[src/rtl/mem_defines.sv]
// Shared memory-subsystem definitions: AXI encodings and the line-master state enum.
package mem_defines;

   localparam logic [1:0] AXI_BURST_FIXED = 2'b00;
   localparam logic [1:0] AXI_BURST_INCR  = 2'b01;
   localparam logic [1:0] AXI_BURST_WRAP  = 2'b10;

   localparam logic [1:0] AXI_RESP_OKAY   = 2'b00;
   localparam logic [1:0] AXI_RESP_EXOKAY = 2'b01;
   localparam logic [1:0] AXI_RESP_SLVERR = 2'b10;
   localparam logic [1:0] AXI_RESP_DECERR = 2'b11;

   // Modifiable, bufferable.
   localparam logic [3:0] AXI_CACHE_DEFAULT = 4'b0011;

   typedef enum logic [2:0] {
      IDLE,
      WRITE,
      WR_RESP,
      RD_ADDR,
      RD_DATA,
      DONE
   } line_state_e;

endpackage

[src/rtl/axi_line_master.sv]
// AXI4 master moving one cache line per request as a single INCR burst,
// one transaction outstanding, result returned on a valid/ready response channel.
module axi_line_master
   import mem_defines::*;
#(
   parameter int unsigned DATA_WIDTH = 32,
   parameter int unsigned ADDR_WIDTH = 32,
   parameter int unsigned STRB_WIDTH = DATA_WIDTH / 8,
   parameter int unsigned ID_WIDTH   = 8,
   parameter int unsigned BURST_LEN  = 4,
   parameter int unsigned AXI_ID     = 0,
   localparam int unsigned LINE_WIDTH = BURST_LEN * DATA_WIDTH
) (
   input  logic                  clk,
   input  logic                  rst_n,

   input  logic                  req_valid,
   output logic                  req_ready,
   input  logic                  req_we,
   input  logic [ADDR_WIDTH-1:0] req_addr,
   input  logic [LINE_WIDTH-1:0] req_wdata,

   output logic                  resp_valid,
   input  logic                  resp_ready,
   output logic [LINE_WIDTH-1:0] resp_rdata,
   output logic                  resp_err,

   output logic [ID_WIDTH-1:0]   m_axi_awid,
   output logic [ADDR_WIDTH-1:0] m_axi_awaddr,
   output logic [7:0]            m_axi_awlen,
   output logic [2:0]            m_axi_awsize,
   output logic [1:0]            m_axi_awburst,
   output logic                  m_axi_awlock,
   output logic [3:0]            m_axi_awcache,
   output logic [2:0]            m_axi_awprot,
   output logic                  m_axi_awvalid,
   input  logic                  m_axi_awready,

   output logic [DATA_WIDTH-1:0] m_axi_wdata,
   output logic [STRB_WIDTH-1:0] m_axi_wstrb,
   output logic                  m_axi_wlast,
   output logic                  m_axi_wvalid,
   input  logic                  m_axi_wready,

   input  logic [ID_WIDTH-1:0]   m_axi_bid,
   input  logic [1:0]            m_axi_bresp,
   input  logic                  m_axi_bvalid,
   output logic                  m_axi_bready,

   output logic [ID_WIDTH-1:0]   m_axi_arid,
   output logic [ADDR_WIDTH-1:0] m_axi_araddr,
   output logic [7:0]            m_axi_arlen,
   output logic [2:0]            m_axi_arsize,
   output logic [1:0]            m_axi_arburst,
   output logic                  m_axi_arlock,
   output logic [3:0]            m_axi_arcache,
   output logic [2:0]            m_axi_arprot,
   output logic                  m_axi_arvalid,
   input  logic                  m_axi_arready,

   input  logic [ID_WIDTH-1:0]   m_axi_rid,
   input  logic [DATA_WIDTH-1:0] m_axi_rdata,
   input  logic [1:0]            m_axi_rresp,
   input  logic                  m_axi_rlast,
   input  logic                  m_axi_rvalid,
   output logic                  m_axi_rready
);

   localparam int unsigned SIZE_LOG2 = $clog2(STRB_WIDTH);
   localparam int unsigned OFFS_W    = $clog2(BURST_LEN * STRB_WIDTH);
   localparam int unsigned BEAT_W    = $clog2(BURST_LEN) + 1;
   localparam logic [BEAT_W-1:0]     LAST_BEAT  = BEAT_W'(BURST_LEN - 1);
   localparam logic [ADDR_WIDTH-1:0] ALIGN_MASK =
      ~((ADDR_WIDTH'(1) << OFFS_W) - ADDR_WIDTH'(1));

   line_state_e           state_q, state_d;
   logic [ADDR_WIDTH-1:0] addr_q, addr_d;
   logic [LINE_WIDTH-1:0] wline_q, wline_d;
   logic [LINE_WIDTH-1:0] rline_q, rline_d;
   logic [BEAT_W-1:0]     beat_q, beat_d;
   logic                  err_q, err_d;
   logic                  aw_done_q, aw_done_d;
   logic                  w_done_q, w_done_d;
   logic                  awvalid_q, awvalid_d;
   logic                  wvalid_q, wvalid_d;
   logic                  wlast_q, wlast_d;
   logic                  bready_q, bready_d;
   logic                  arvalid_q, arvalid_d;
   logic                  rready_q, rready_d;
   logic                  resp_valid_q, resp_valid_d;
   logic                  resp_err_q, resp_err_d;

   // Response IDs carry nothing for a single-outstanding master.
   logic unused_ids;
   assign unused_ids = ^{m_axi_bid, m_axi_rid};

   assign req_ready = (state_q == IDLE) && rst_n;

   // Next-state and registered-output computation.
   always_comb begin
      state_d      = state_q;
      addr_d       = addr_q;
      wline_d      = wline_q;
      rline_d      = rline_q;
      beat_d       = beat_q;
      err_d        = err_q;
      aw_done_d    = aw_done_q;
      w_done_d     = w_done_q;
      awvalid_d    = awvalid_q;
      wvalid_d     = wvalid_q;
      wlast_d      = wlast_q;
      bready_d     = bready_q;
      arvalid_d    = arvalid_q;
      rready_d     = rready_q;
      resp_valid_d = resp_valid_q;
      resp_err_d   = resp_err_q;

      unique case (state_q)
         IDLE: begin
            if (req_valid) begin
               addr_d    = req_addr & ALIGN_MASK;
               beat_d    = '0;
               err_d     = 1'b0;
               aw_done_d = 1'b0;
               w_done_d  = 1'b0;
               if (req_we) begin
                  state_d   = WRITE;
                  wline_d   = req_wdata;
                  awvalid_d = 1'b1;
                  wvalid_d  = 1'b1;
                  wlast_d   = (LAST_BEAT == '0);
               end else begin
                  state_d   = RD_ADDR;
                  arvalid_d = 1'b1;
               end
            end
         end

         // AW and W run independently; the line buffer shifts one word per beat.
         WRITE: begin
            if (awvalid_q && m_axi_awready) begin
               awvalid_d = 1'b0;
               aw_done_d = 1'b1;
            end
            if (wvalid_q && m_axi_wready) begin
               if (wlast_q) begin
                  wvalid_d = 1'b0;
                  wlast_d  = 1'b0;
                  w_done_d = 1'b1;
               end else begin
                  beat_d  = beat_q + BEAT_W'(1);
                  wline_d = wline_q >> DATA_WIDTH;
                  wlast_d = (beat_d == LAST_BEAT);
               end
            end
            if (aw_done_d && w_done_d) begin
               state_d  = WR_RESP;
               bready_d = 1'b1;
            end
         end

         WR_RESP: begin
            if (m_axi_bvalid) begin
               bready_d     = 1'b0;
               err_d        = err_q | (m_axi_bresp != AXI_RESP_OKAY);
               resp_err_d   = err_d;
               resp_valid_d = 1'b1;
               state_d      = DONE;
            end
         end

         RD_ADDR: begin
            if (m_axi_arready) begin
               arvalid_d = 1'b0;
               rready_d  = 1'b1;
               state_d   = RD_DATA;
            end
         end

         // Beat count, not rlast, decides when the burst is over.
         RD_DATA: begin
            if (rready_q && m_axi_rvalid) begin
               rline_d[beat_q*DATA_WIDTH +: DATA_WIDTH] = m_axi_rdata;
               err_d = err_q | (m_axi_rresp != AXI_RESP_OKAY)
                             | (m_axi_rlast != (beat_q == LAST_BEAT));
               if (beat_q == LAST_BEAT) begin
                  rready_d     = 1'b0;
                  resp_err_d   = err_d;
                  resp_valid_d = 1'b1;
                  state_d      = DONE;
               end else begin
                  beat_d = beat_q + BEAT_W'(1);
               end
            end
         end

         DONE: begin
            if (resp_ready) begin
               resp_valid_d = 1'b0;
               state_d      = IDLE;
            end
         end

         default: state_d = IDLE;
      endcase
   end

   always_ff @(posedge clk or negedge rst_n) begin
      if (!rst_n) begin
         state_q      <= IDLE;
         addr_q       <= '0;
         wline_q      <= '0;
         rline_q      <= '0;
         beat_q       <= '0;
         err_q        <= 1'b0;
         aw_done_q    <= 1'b0;
         w_done_q     <= 1'b0;
         awvalid_q    <= 1'b0;
         wvalid_q     <= 1'b0;
         wlast_q      <= 1'b0;
         bready_q     <= 1'b0;
         arvalid_q    <= 1'b0;
         rready_q     <= 1'b0;
         resp_valid_q <= 1'b0;
         resp_err_q   <= 1'b0;
      end else begin
         state_q      <= state_d;
         addr_q       <= addr_d;
         wline_q      <= wline_d;
         rline_q      <= rline_d;
         beat_q       <= beat_d;
         err_q        <= err_d;
         aw_done_q    <= aw_done_d;
         w_done_q     <= w_done_d;
         awvalid_q    <= awvalid_d;
         wvalid_q     <= wvalid_d;
         wlast_q      <= wlast_d;
         bready_q     <= bready_d;
         arvalid_q    <= arvalid_d;
         rready_q     <= rready_d;
         resp_valid_q <= resp_valid_d;
         resp_err_q   <= resp_err_d;
      end
   end

   assign m_axi_awid    = ID_WIDTH'(AXI_ID);
   assign m_axi_awaddr  = addr_q;
   assign m_axi_awlen   = 8'(BURST_LEN - 1);
   assign m_axi_awsize  = 3'(SIZE_LOG2);
   assign m_axi_awburst = AXI_BURST_INCR;
   assign m_axi_awlock  = 1'b0;
   assign m_axi_awcache = AXI_CACHE_DEFAULT;
   assign m_axi_awprot  = 3'b000;
   assign m_axi_awvalid = awvalid_q;

   assign m_axi_wdata   = wline_q[DATA_WIDTH-1:0];
   assign m_axi_wstrb   = '1;
   assign m_axi_wlast   = wlast_q;
   assign m_axi_wvalid  = wvalid_q;
   assign m_axi_bready  = bready_q;

   assign m_axi_arid    = ID_WIDTH'(AXI_ID);
   assign m_axi_araddr  = addr_q;
   assign m_axi_arlen   = 8'(BURST_LEN - 1);
   assign m_axi_arsize  = 3'(SIZE_LOG2);
   assign m_axi_arburst = AXI_BURST_INCR;
   assign m_axi_arlock  = 1'b0;
   assign m_axi_arcache = AXI_CACHE_DEFAULT;
   assign m_axi_arprot  = 3'b000;
   assign m_axi_arvalid = arvalid_q;
   assign m_axi_rready  = rready_q;

   assign resp_valid    = resp_valid_q;
   assign resp_err      = resp_err_q;
   assign resp_rdata    = rline_q;

endmodule

[config.mk]
export PLATFORM = sky130hd
export DESIGN_NAME = axi_line_master
export DESIGN_NICKNAME = d
export VERILOG_FILES = /design/src/rtl/mem_defines.sv /design/src/rtl/axi_line_master.sv
export SDC_FILE = /design/constraint.sdc
export NUM_CORES = 1
export LEC_CHECK = 0
export ABC_AREA = 1
export CORE_AREA = 2 2 199 201
export DETAILED_ROUTE_END_ITERATION = 8
export DIE_AREA = 0 0 201 203
export PLACE_DENSITY = 0.69
export SLEW_MARGIN = 20
export SYNTH_ARGS = -nofsm -noshare
export SYNTH_HDL_FRONTEND = slang
export SYNTH_SLANG_ARGS = --single-unit
[constraint.sdc]
create_clock -name clk -period 2.6 [get_ports clk]
set_input_delay 0.39 -clock clk [delete_from_list [all_inputs] [get_ports clk]]
set_output_delay 0.39 -clock clk [all_outputs]
set_load 0.01 [all_outputs]
==> flow_summary.toml <==
[die]
die-area_mm2 = 0.0408
start_util = 0.382
die_x_um = 201
ios = 518
core_area_mm2 = 0.0385
fp.dieH_um = 203
row_count = 72

[cts]
htreeDepth = 2
cts_buffers = 35
post_cts_buffers = 0
insertion_delay_ps = 520
root_buffer = "clkbuf_16"
tritoncts = "built"
cts_sinks = 301
clk_pin_slew_ps = 60
cts_buffer_depth = 3

[layout]
seqCellArea_mm2 = 0.00753
layout_common_cells = "912 x nand2_1, 425 x clkdlybuf4s50_1, 299 x dfrtp_1, 130 x nand4_1, 80 x nand3_1"
drive_above_1_share = 0.0446
final_core_util = 0.517
nets = 2423
fillers = 3694
mostFrequentLayoutCell = "nand2_1"
multi_input_area_mm2 = 0.00575
areaGrowthSynthToFinish_pct = 35.4

[global_routing]
grt_pass1_wl_um = 72600
grt_overflow_total = 0
grt_use_total = 0.220
grt_max_degree = 148
grt_pass1_vias = 13026
antenna_found_initial = 4

[routing]
wl_per_cell_um = 16.6
ant_nets = 0
num_vias = 13272
vias_per_cell = 4.85
drtIter0Drc = 802
firstDrtPassIters = 8
finalWirelength_um = 45400
drc = 0

[critical_path]
start_kind = "flop"
timing.rr.end = "resp_rdata[61]"
rrSetupSlack_ps = 510
cpMaxStageDelayCell = "dfrtp_1"
path_class = "flop to output port"
reg2regPathDepth = 7
path_max_fanout = 5
cp_data_arrival_time_ps = 1900
crit_start = "state_q[0]"
crit_path_end_kind = "output port"
critPathRequiredTime_ps = 2210
critPathMostFrequentCell = "inv_2"
critPathMaxStageDelay_ps = 460
r2r-start = "state_q[2]"
path_cells = "inv_2 -> nand2_1 -> nor2_4 -> inv_2 -> nor2_1 -> dlygate4sd2_1"

[timing]
setup_violations = 0
rsz0062_at_grt = "false"
max_freq_mhz = 436
min_period_over_period = 0.882
drv_slew = 0
setup_tns_ps = 0
finalHoldViolCount = 0
fin_crit_ps = 2290
max-slew-margin-rel = 0.407
final.setup_skew_ps = 15.4
worst_pin_slew_ps = 890

[synth]
yosysWarnings = 0
synth_area_mm2 = 0.0147
syn_avg_cell_area_um2 = 7.77
synth_top_cell_area_share = 0.513
synthCells = 1891
synth_seq_cells = 301
synth_cell_types = 24
yosysTopAreaCell = "dfrtp_1"
ys_seq_area_frac = 0.513
synth.top_cells.by_area = "dfrtp_1 51%, nand2_1 23%, buf_4 7.0%"

[worst_hold_path]
hold_path_class = "input pin to async pin"

[status]
status = "finished, final reports clean"

[flow_run]
drv_cap = 0

[power_and_ir_drop]
clkPwrFrac = 0.237
powerDensity_mw_per_mm2 = 1030
power_frac_comb = 0.420
ir_drop_v = 0.00118
p_leak_nw = 10.0
p_int_mw = 12.5
seq_power_share = 0.343
p_sw_frac = 0.392
switchingPower_mw = 8.06

[placed_design]
io_buffer_count = 427
place.gp.congestion = 0.850
post-dp-hpwl_um = 29600
## synth_stat cells, drive strengths merged
library cell	instances
a21oi	2
nor2	58
inv	59
o21ai	76
a22oi	1
nor3	3
nand3	82
nand2	915
xor2	1
dfrtp	301
nand3b	2
o22a	1
conb	2
clkbuf	69
ha	6
nand4	130
buf	183
## worst max path at each step
stage / to / slack (ps) / cells past startpoint
after floorplan: resp_rdata[10] / 270 / 11
after global placement: resp_rdata[61] / 490 / 8
after detailed placement: resp_rdata[61] / 450 / 8
after CTS: req_ready / 270 / 6
after global routing: req_ready / 170 / 6
final: req_ready / 310 / 6
## cells by family (layout without fill, tap and decap cells)
kind of cell,Yosys count,in the layout,synth area share
simple gates,1190,1190,0.335
other cells,2,73,0.000511
compound gates,80,80,0.0282
flops,301,301,0.513
fa+ha+maj,6,6,0.00511
buf+inv,311,570,0.118
xor+xnor,1,1,0.000596
## sequential cells by signal, summed over array words and instances, names as in the netlist
name and cells:
resp_rdata 128, wline_q 128, m_axi_araddr 28, beat_q 3
state_q 3, aw_done_q 1, err_q 1, m_axi_arvalid 1
m_axi_awvalid 1, m_axi_bready 1, m_axi_rready 1, m_axi_wlast 1
m_axi_wvalid 1, resp_err 1, resp_valid 1, w_done_q 1
## stage by stage
stage          total power, mW  cell area, um2  cells  hold slack [ps]  setup WS (ps)
2_1_floorplan             12.5           14900   1959             94.4            270
3_3_place_gp              15.6           18700   2674              228            493
3_5_place_dp              15.8           18700   2674              230            445
4_1_cts                   20.8           19900   2736              301            268
5_1_grt                   22.1           19900   2738              332            169
6_report                  20.6           19900   2739              337            308
## layout make-up
class	count	area share
Multi-Input combinational cell	1347	0.289
Sequential cell	301	0.379
Clock buffer	48	0.0516
Tap cell	518	0.0326
Inverter	59	0.0111
Timing Repair Buffer	450	0.230
Antenna cell	3	0.000377
Clock inverter	13	0.00616
## what timing repair did
action                                  in CTS  in global routing
hold buffers                                 1                  0
hold endpoints to repair                    13                  0
endpoints found under the setup margin       1                  0
resized for setup                            3                  0
## worst max-delay path: cells and delay by family, from the launching register on
family / cells / cell delay [ps]
buf+inv: 3 / 510
flops: 1 / 460
simple gates: 3 / 390
## power groups by stage
stage	logic (mW)	clock network [mW]	registers (mW)
detailed placement	8.65	0	7.10
finish	8.63	4.88	7.06
global route	9.63	5.19	7.24
floorplan	5.41	0	7.10
CTS	8.70	5.02	7.06
global placement	8.50	0	7.06
## layer usage
metal / wire length [um] / vias up / track usage
met1: 19100 / 6301 / 0.292
met2: 21000 / 505 / 0.345
met4: 1030 / 2 / 0.0595
met3: 4330 / 64 / 0.0738
met5: 13 / - / 0
li1: - / 6400 / -
No activity file was read; power rests on OpenSTA's default activity.
